--- config.mk ---
export PLATFORM = sky130hd
export DESIGN_NAME = hwpe_stream_parity_skew_buf
export DESIGN_NICKNAME = d
export VERILOG_FILES = /design/src/rtl/hwpe_stream_package.sv /design/src/rtl/hwpe_stream_parity_skew_buf.sv
export SDC_FILE = /design/constraint.sdc
export NUM_CORES = 1
export LEC_CHECK = 0
export BUFFER_PORTS_ARGS = -buffer_cell sky130_fd_sc_hd__buf_4
export CAP_MARGIN = 5
export CORE_ASPECT_RATIO = 0.8
export CORE_MARGIN = 2
export CORE_UTILIZATION = 45
export DETAILED_ROUTE_END_ITERATION = 8
export PLACE_DENSITY = 0.75
export SLEW_MARGIN = 10
export SYNTH_ARGS = -nofsm -noshare
export SYNTH_HDL_FRONTEND = slang
export SYNTH_SLANG_ARGS = --single-unit
--- constraint.sdc ---
create_clock -name clk_i -period 2.4 [get_ports clk_i]
set_input_delay 0.36 -clock clk_i [delete_from_list [all_inputs] [get_ports clk_i]]
set_output_delay 0.36 -clock clk_i [all_outputs]
set_load 0.01 [all_outputs]
--- src/rtl/hwpe_stream_package.sv ---
// rtl/hwpe_stream_package.sv - shared HWPE stream types for parity checking
package hwpe_stream_package;

    typedef enum logic [1:0] {
        LEADER_NONE   = 2'd0,
        LEADER_NORMAL = 2'd1,
        LEADER_PARITY = 2'd2
    } parity_leader_e;

    typedef struct packed {
        logic timeout;
        logic skew_overflow;
        logic strb_mismatch;
        logic parity_mismatch;
    } parity_fault_cause_t;

    localparam int unsigned CAUSE_PARITY_MISMATCH = 0;
    localparam int unsigned CAUSE_STRB_MISMATCH   = 1;
    localparam int unsigned CAUSE_SKEW_OVERFLOW   = 2;
    localparam int unsigned CAUSE_TIMEOUT         = 3;

endpackage

--- src/rtl/hwpe_stream_parity_skew_buf.sv ---
// rtl/hwpe_stream_parity_skew_buf.sv - FIFO of unmatched entries from the leading stream
module hwpe_stream_parity_skew_buf
    import hwpe_stream_package::*;
#(
    parameter int unsigned SKEW_DEPTH = 2,
    parameter int unsigned ENTRY_W    = 8
) (
    input  logic               clk_i,
    input  logic               rst_ni,
    input  logic               clear,
    input  logic               flush,
    input  logic               push,
    input  parity_leader_e     push_side,
    input  logic [ENTRY_W-1:0] push_data,
    input  logic               pop,
    output logic [ENTRY_W-1:0] head,
    output logic               empty,
    output logic               full,
    output parity_leader_e     leader
);
    localparam int unsigned CNT_W = $clog2(SKEW_DEPTH + 1);
    localparam int unsigned PTR_W = (SKEW_DEPTH > 1) ? $clog2(SKEW_DEPTH) : 1;

    logic [ENTRY_W-1:0] mem [SKEW_DEPTH];
    logic [PTR_W-1:0]   rd_ptr, wr_ptr;
    logic [CNT_W-1:0]   cnt;

    function automatic logic [PTR_W-1:0] incr(input logic [PTR_W-1:0] p);
        return (p == PTR_W'(SKEW_DEPTH - 1)) ? '0 : p + 1'b1;
    endfunction

    assign head  = mem[rd_ptr];
    assign empty = (cnt == '0);
    assign full  = (cnt == CNT_W'(SKEW_DEPTH));

    always_ff @(posedge clk_i or negedge rst_ni) begin
        if (!rst_ni) begin
            rd_ptr <= '0;
            wr_ptr <= '0;
            cnt    <= '0;
            leader <= LEADER_NONE;
        end else if (clear) begin
            rd_ptr <= '0;
            wr_ptr <= '0;
            cnt    <= '0;
            leader <= LEADER_NONE;
        end else if (flush) begin
            // A push arriving with a flush becomes the sole surviving entry
            rd_ptr <= '0;
            if (push) begin
                wr_ptr <= incr('0);
                cnt    <= CNT_W'(1);
                leader <= push_side;
            end else begin
                wr_ptr <= '0;
                cnt    <= '0;
                leader <= LEADER_NONE;
            end
        end else begin
            if (push) wr_ptr <= incr(wr_ptr);
            if (pop)  rd_ptr <= incr(rd_ptr);
            if (push && !pop) begin
                cnt    <= cnt + 1'b1;
                leader <= push_side;
            end else if (pop && !push) begin
                cnt <= cnt - 1'b1;
                if (cnt == CNT_W'(1)) leader <= LEADER_NONE;
            end
        end
    end

    always_ff @(posedge clk_i) begin
        if (push && !clear) mem[flush ? '0 : wr_ptr] <= push_data;
    end
endmodule

==> reports/results.txt, run 1 <==
nets - 115
H-tree levels - 1
Seq cells post-synth - 22
Synth area leaders - edfxtp_1 (49%), dfrtp_1 (15%), mux2_2 (9.3%), ha_1 (6.4%), xnor2_1 (2.7%)
Post-Route Utilization - 59.9%
Hold Buf Count CTS - 1
# setup viols final - 0
nature of the critical path startpoint - flip-flop
FP Rows - 15
r2r startpoint - cnt[1]$_DFFE_PN0P_
Post-CTS Setup Bufs - 0
worst min-delay path category - in -> reg
Worst EP required - 2.04 ns
initial core utilization - 46.2%
Worst-Skew Late Latency - 0.30 ns
Fillers - 173
measured slew at the worst slew-check pin - 0.413 ns
Final Hold Fails - 0
fmax - 557 MHz
max-cap violation count - 0
GRT overflow - 0
clk slew on worst S/H paths - 0.12 ns
antenna fix cells - 0
Leak - 0.000537 µW
Place WS - 0.832 ns
Pins Over Slew Limit - 0
Max Fanout on Critical Path - 9
first-iteration detailed-routing DRC count - 13
yosys warns - 0
Die H - 45.5 µm
CTS buffer count - 3
CTS sink cnt - 22
Buffers on Ports - 27
P&R area growth vs syn - 29.6%
die area - 0.00255 mm²
top cell type's share of synthesized area - 49.5%
syn_nets - 83
DR vias/cell - 4.92
post-CTS sizing - 0
Rel. slew slack - 72.5%
leading area contributor after synthesis - edfxtp_1
crit path kind - reg -> out
Max Used Layer - met4
antenna viol nets, final - 0
Setup Skew - 0.00419 ns
DR WL/cell - 13.8 µm
setup TNS - 0 ns
met2 WL - 882 µm
via count - 580
Worst Hold End - mem[0][6]$_DFFE_PP_
hold slack - 0.230 ns
core box area - 0.00210 mm²
reg2reg setup slack - 1.06 ns
CP arrival - 1.44 ns
hold depth - 1
CTS tree - built
pwr/cell area - 650 mW/mm²
Avg Inst Size Synth - 15.7 µm²
Worst setup EP type - primary output
IO Pins - 28
Worst R2R End - leader[1]$_DFFE_PN0P_
Netlist cell types - 21
RePlAce Congestion - 0.746
worst r2r path cells - 5
pin count of the biggest net entering global routing - 14
Post-Synthesis Cells - 62
Root Driver - clkbuf_4
final setup margin - 0.604 ns
hold path start - push_data[6]
initial antenna violation count - 0
Detailed Routing Iterations Pass 1 - 4
run status - complete, no violations
synthesized cell area - 971 µm²
worst vdd ir - 0.549 mV
Total GRT Usage - 13.4%
vias in the first global route - 572
final WL - 1.63 mm
fin crit share - 74.8%
Longest Clk Path Bufs - 2
RSZ-0062 raised after global routing - false
Tmin final - 1.80 ns
Die Wd - 55.9 µm
met3 routed WL - 54 µm
sequential fraction of the synthesis area - 64.9%
share of cells above drive strength 1 - 45.2%
Post-DP HPWL - 1.23 mm
DRC viols - 0
first-pass GRT wire length - 2.50 mm
WL met1 - 679 µm
Power, Total - 819 µW
worst max path at each step:
| stage | startpoint | to | slack (ns) | cells after the start |
|---|---|---|---|---|
| detailed placement | push | leader[0]$_DFFE_PN0P_ | 0.83 | 4 |
| global placement | push | leader[1]$_DFFE_PN0P_ | 0.88 | 4 |
| finish | rd_ptr$_DFFE_PN0P_ | head[3] | 0.60 | 2 |
| floorplan | flush | mem[0][0]$_DFFE_PP_ | 0.76 | 2 |
| CTS | rd_ptr$_DFFE_PN0P_ | head[3] | 0.59 | 2 |
| global route | rd_ptr$_DFFE_PN0P_ | head[2] | 0.54 | 2 |
registers in the layout, summed over array words and instances, names as in the netlist:
name,count
leader,2
wr_ptr,1
rd_ptr,1
mem,16
cnt,2
metrics by stage:
step	instances	cell area, µm²
finish	118	1260
global route	118	1260
CTS	118	1260
detailed placement	113	1200
global placement	113	1200
floorplan	62	971
routing by layer:
| layer | global-route usage (%) | up-vias |
|---|---|---|
| li1 | - | 281 |
| met1 | 16.3 | 283 |
| met2 | 24.3 | 13 |
| met3 | 3.41 | 3 |
| met4 | 4.29 | 0 |
| met5 | 0 | - |
worst max-delay path, cell delays in order, from the launching register on:
cell	delay, ns
dfrtp_1	0.60
mux2_2	0.39
buf_4	0.14
cells in the mapped netlist (all sizes together):
cell	count
and2	1
and2b	1
and3b	1
buf	2
dfrtp	6
edfxtp	16
ha	5
inv	3
mux2	10
mux2i	2
nand2	1
nor2	4
nor3	1
nor3b	3
o21ai	2
xnor2	3
xor2	1
layout by cell type (no fill, tap or decap):
master / instances
dlygate4sd3_1: 1
mux2_1: 2
o21ai_1: 1
mux2_2: 8
nor2_2: 1
and2_1: 1
nand2_1: 1
bufinv_16: 1
nor2_1: 3
xnor2_1: 3
and2b_2: 1
clkbuf_4: 3
ha_1: 5
and3b_1: 1
mux2i_1: 2
dfrtp_1: 6
edfxtp_1: 16
nor3b_1: 3
nor3_1: 1
inv_1: 3
xor2_1: 1
buf_4: 28
o21ai_0: 1
cell type report:
class | instances | area, µm² | share of cell area (%)
Tap cell | 25 | 31.3 | 2.49
Clock buffer | 3 | 22.5 | 1.79
Multi-Input combinational cell | 35 | 313 | 24.9
Inverter | 3 | 11.3 | 0.895
Timing Repair Buffer | 29 | 220 | 17.5
Sequential cell | 22 | 631 | 50.1
Clock inverter | 1 | 30.0 | 2.39
logic make-up (layout without fill, tap and decap cells):
logic type,count (synthesis),count (layout),share of synthesized area [%]
flip-flops,22,22,64.9
multiplexers,12,12,13.7
adder cells (fa/ha/maj),5,5,6.44
AO/OA/AOI/OAI,2,2,1.03
buffers and inverters,5,36,2.83
XOR/XNOR,4,4,3.61
AND/OR/NAND/NOR,12,12,7.47
power by group:
group / leakage (µW) / switching (µW) / total [µW] / internal, µW
Clock: 0.0000279 / 108 / 277 / 169
Combinational: 0.000282 / 47.8 / 109 / 61.1
Sequential: 0.000227 / 8.80 / 433 / 424
Total: 0.000537 / 164 / 819 / 654
No activity file was read; power rests on OpenSTA's default activity.
==> run 2, diff against run 1 <==
- ABC_AREA: default -> 1
- PLACE_DENSITY: 0.75 -> 0.77
- clock period: 2.4 -> 1.5 ns (I/O delays scaled with it)
==> reports/results.txt, run 2 <==
run status - finished, violations left (was complete, no violations)
failing checks - negative setup slack
nets - 135 (was 115)
most common library cells after synthesis - edfxtp_1 (16), nand2_1 (12), mux2_2 (8), inv_1 (7) (was edfxtp_1 (16), mux2_2 (8), dfrtp_1 (6), ha_1 (5))
commonest non-fill, non-tap cell in the layout - buf_4 (unchanged)
clk slew on worst S/H paths - 0.12 ns (about the same)
biggest regs - mem x16, cnt x2, leader x2 (unchanged)
H-tree levels - 1 (unchanged)
Detailed Routing Iterations Pass 1 - 4 (unchanged)
Die Wd - 56.2 µm (was 55.9 µm)
Async S/R FF share, synth - 27.3% (unchanged)
Total GRT Usage - 15.6% (was 13.4%)
Post-Route Utilization - 64.8% (was 59.9%)
initial core utilization - 46.7% (was 46.2%)
pin count of the biggest net entering global routing - 14 (unchanged)
die area - 0.00257 mm² (was 0.00255 mm²)
DP Area - 0.00122 mm² (was 0.00120 mm²)
P&R area growth vs syn - 38.7% (was 29.6%)
r2r startpoint - cnt[0]$_DFFE_PN0P_ (was cnt[1]$_DFFE_PN0P_)
Synth Area in Adders - 6.37% (was 6.44%)
worst vdd ir - 0.635 mV (was 0.549 mV)
Post-DP HPWL - 1.22 mm (was 1.23 mm)
leading register cell type out of synthesis - edfxtp_1 (unchanged)
Worst setup EP type - primary output (unchanged)
multiplexer share of the synthesized area - 9.17% (was 13.7%)
CTS sink cnt - 22 (unchanged)
RePlAce Congestion - 0.778 (was 0.746)
Switch Pwr - 280 µW (was 164 µW)
first-pass GRT wire length - 2.85 mm (was 2.50 mm)
Tmin final - 1.52 ns
fmax - 656 MHz
most frequent cells in the layout - buf_4 (23), edfxtp_1 (16), nand2_1 (12), buf_6 (9), inv_1 (7) (was buf_4 (28), edfxtp_1 (16), mux2_2 (8), dfrtp_1 (6), ha_1 (5))
reg2reg setup slack - 0.18 ns (was 1.06 ns)
via count - 661 (was 580)
synthesized cell area - 982 µm² (was 971 µm²)
nature of the critical path startpoint - flip-flop (unchanged)
Most flops, register - mem (unchanged)
measured slew at the worst slew-check pin - 0.379 ns (was 0.413 ns)
Avg Inst Size Synth - 12.8 µm² (was 15.7 µm²)
Die H - 45.8 µm (was 45.5 µm)
DRC viols - 0 (unchanged)
Synth area leaders - edfxtp_1 (49%), dfrtp_1 (15%), mux2_2 (9.2%), ha_1 (6.4%), nand2_1 (4.6%) (was edfxtp_1 (49%), dfrtp_1 (15%), mux2_2 (9.3%), ha_1 (6.4%), xnor2_1 (2.7%))
count leader, synth - edfxtp_1 (unchanged)
worst min-delay path category - in -> reg (unchanged)
Worst-Skew Late Latency - 0.30 ns (about the same)
CTS tree - built (unchanged)
Pins Over Slew Limit - 0 (unchanged)
Root Driver - clkbuf_4 (unchanged)
first-iteration detailed-routing DRC count - 5 (was 13)
Power, Total - 1340 µW (was 819 µW)
max-cap violation count - 0 (unchanged)
final WL - 1.71 mm (was 1.63 mm)
Clk pwr share - 33.1% (was 33.8%)
CTS buffer count - 3 (unchanged)
crit path kind - reg -> out (unchanged)
initial antenna violation count - 0 (unchanged)
sequential fraction of the synthesis area - 64.2% (was 64.9%)
top cell type's share of synthesized area - 48.9% (was 49.5%)
Synth Area in XOR/XNOR - 1.78% (was 3.61%)
syn_nets - 98 (was 83)
max reg flops - 16 (unchanged)
Logic pwr share - 15.6% (was 13.3%)
Final Hold Fails - 0 (unchanged)
yosys warns - 0 (unchanged)
Final Non-Filler Cells - 138 (was 118)
switching part of the total - 20.9% (was 20.1%)
hold path start - push_data[6] (unchanged)
Final Instance Area - 0.00136 mm² (was 0.00126 mm²)
# setup viols final - 6 (was 0)
hold slack - 0.0995 ns (was 0.230 ns)
hold depth - 1 (unchanged)
RSZ-0062 raised after global routing - true (was false)
Buffers on Ports - 27 (unchanged)
post-synthesis compound-gate area fraction - 4.46% (was 1.03%)
share of cells above drive strength 1 - 43.4% (was 45.2%)
DR vias/cell - 4.79 (was 4.92)
main combinational cell family by area after synthesis - simple AND/OR/NAND/NOR gates (was multiplexers)
FP Rows - 15 (unchanged)
CP arrival - 1.30 ns (was 1.44 ns)
Netlist cell types - 19 (was 21)
Setup Skew - 0.00213 ns (was 0.00419 ns)
Seq cells post-synth - 22 (unchanged)
antenna viol nets, final - 0 (unchanged)
Post-Place Cells - 130 (was 113)
Flop pwr share - 51.3% (was 52.9%)
Post-synth EDFFs - 16 (unchanged)
Post-Synth Simple-Gate Area - 10.2% (was 7.47%)
Rel. slew slack - 74.4% (was 72.5%)
DR WL/cell - 12.4 µm (was 13.8 µm)
antenna fix cells - 0 (unchanged)
leading area contributor after synthesis - edfxtp_1 (unchanged)
Post-Synthesis Cells - 77 (was 62)
Worst EP required - 1.27 ns (was 2.04 ns)
pwr/cell area - 985 mW/mm² (was 650 mW/mm²)
GRT overflow - 0 (unchanged)
Worst Hold End - mem[1][6]$_DFFE_PP_ (was mem[0][6]$_DFFE_PP_)
Leak - 0.000617 µW (was 0.000537 µW)
Worst R2R End - leader[0]$_DFFE_PN0P_ (was leader[1]$_DFFE_PN0P_)
Longest Clk Path Bufs - 2 (unchanged)
final setup margin - -0.0244 ns (was 0.604 ns)
Max Fanout on Critical Path - 5 (was 9)
worst r2r path cells - 5 (unchanged)
IO Pins - 28 (unchanged)
vias in the first global route - 650 (was 572)
Power Internal - 1060 µW (was 654 µW)
core box area - 0.00210 mm² (unchanged)
fin crit share - 102%
==> run 2: cells by family after synthesis <==
family,Yosys count
compound gates,7
xor+xnor,2
fa+ha+maj,5
buf+inv,9
flops,22
mux,8
simple gates,24
==> run 2: power by group through the flow <==
stage	combinational, µW	clock [µW]	sequential (µW)
finish	209	445	689
global route	232	491	693
CTS	196	456	689
detailed placement	179	0	706
global placement	175	0	705
floorplan	93.5	0	701
==> run 2: critical path: stages (launching register included) <==
cell     delay (ns)
dfrtp_2        0.44
buf_6          0.14
mux2_4         0.30
buf_6          0.12
==> run 2: metrics by stage <==
stage	TNS (ns)	setup WS, ns
after detailed placement	0	0.180
final	-0.112	-0.0244
after floorplan	0	0.138
after global routing	-0.593	-0.0857
after global placement	0	0.187
after CTS	-0.0828	-0.0203
==> run 2: metal layers <==
layer | global-route usage [%] | part of all wire [%]
met2 | 28.5 | 53
met1 | 17.6 | 42
met3 | 3.69 | 3.2
met4 | 8.10 | 1.8
met5 | 0 | 0
==> run 2: area by class of cell <==
cell class | count | area [µm²]
inverters | 8 | 30.0
clock inverters | 1 | 30.0
clock buffers | 3 | 22.5
well taps | 25 | 31.3
flip-flops and latches | 22 | 632
fillers | 166 | 739
multi-input cells | 46 | 333
repair buffers | 33 | 284
==> run 2: worst max path at each step <==
stage	start	endpoint	slack (ns)	cells after the start
2_1_floorplan	clear	mem[1][0]$_DFFE_PP_	0.14	3
3_3_place_gp	rd_ptr$_DFFE_PN0P_	head[2]	0.19	2
3_5_place_dp	rd_ptr$_DFFE_PN0P_	head[2]	0.18	2
4_1_cts	rd_ptr$_DFFE_PN0P_	head[1]	-0.02	3
5_1_grt	rd_ptr$_DFFE_PN0P_	head[5]	-0.09	3
6_report	rd_ptr$_DFFE_PN0P_	head[5]	-0.02	3
==> run 2: what timing repair did <==
action	in CTS	in global routing
pin swaps	0	0
endpoints found under the setup margin	8	8
setup buffers	3	0
endpoints found under the hold margin	6	0
gates cloned	0	0
resized for setup	4	12
hold buffers	1	0
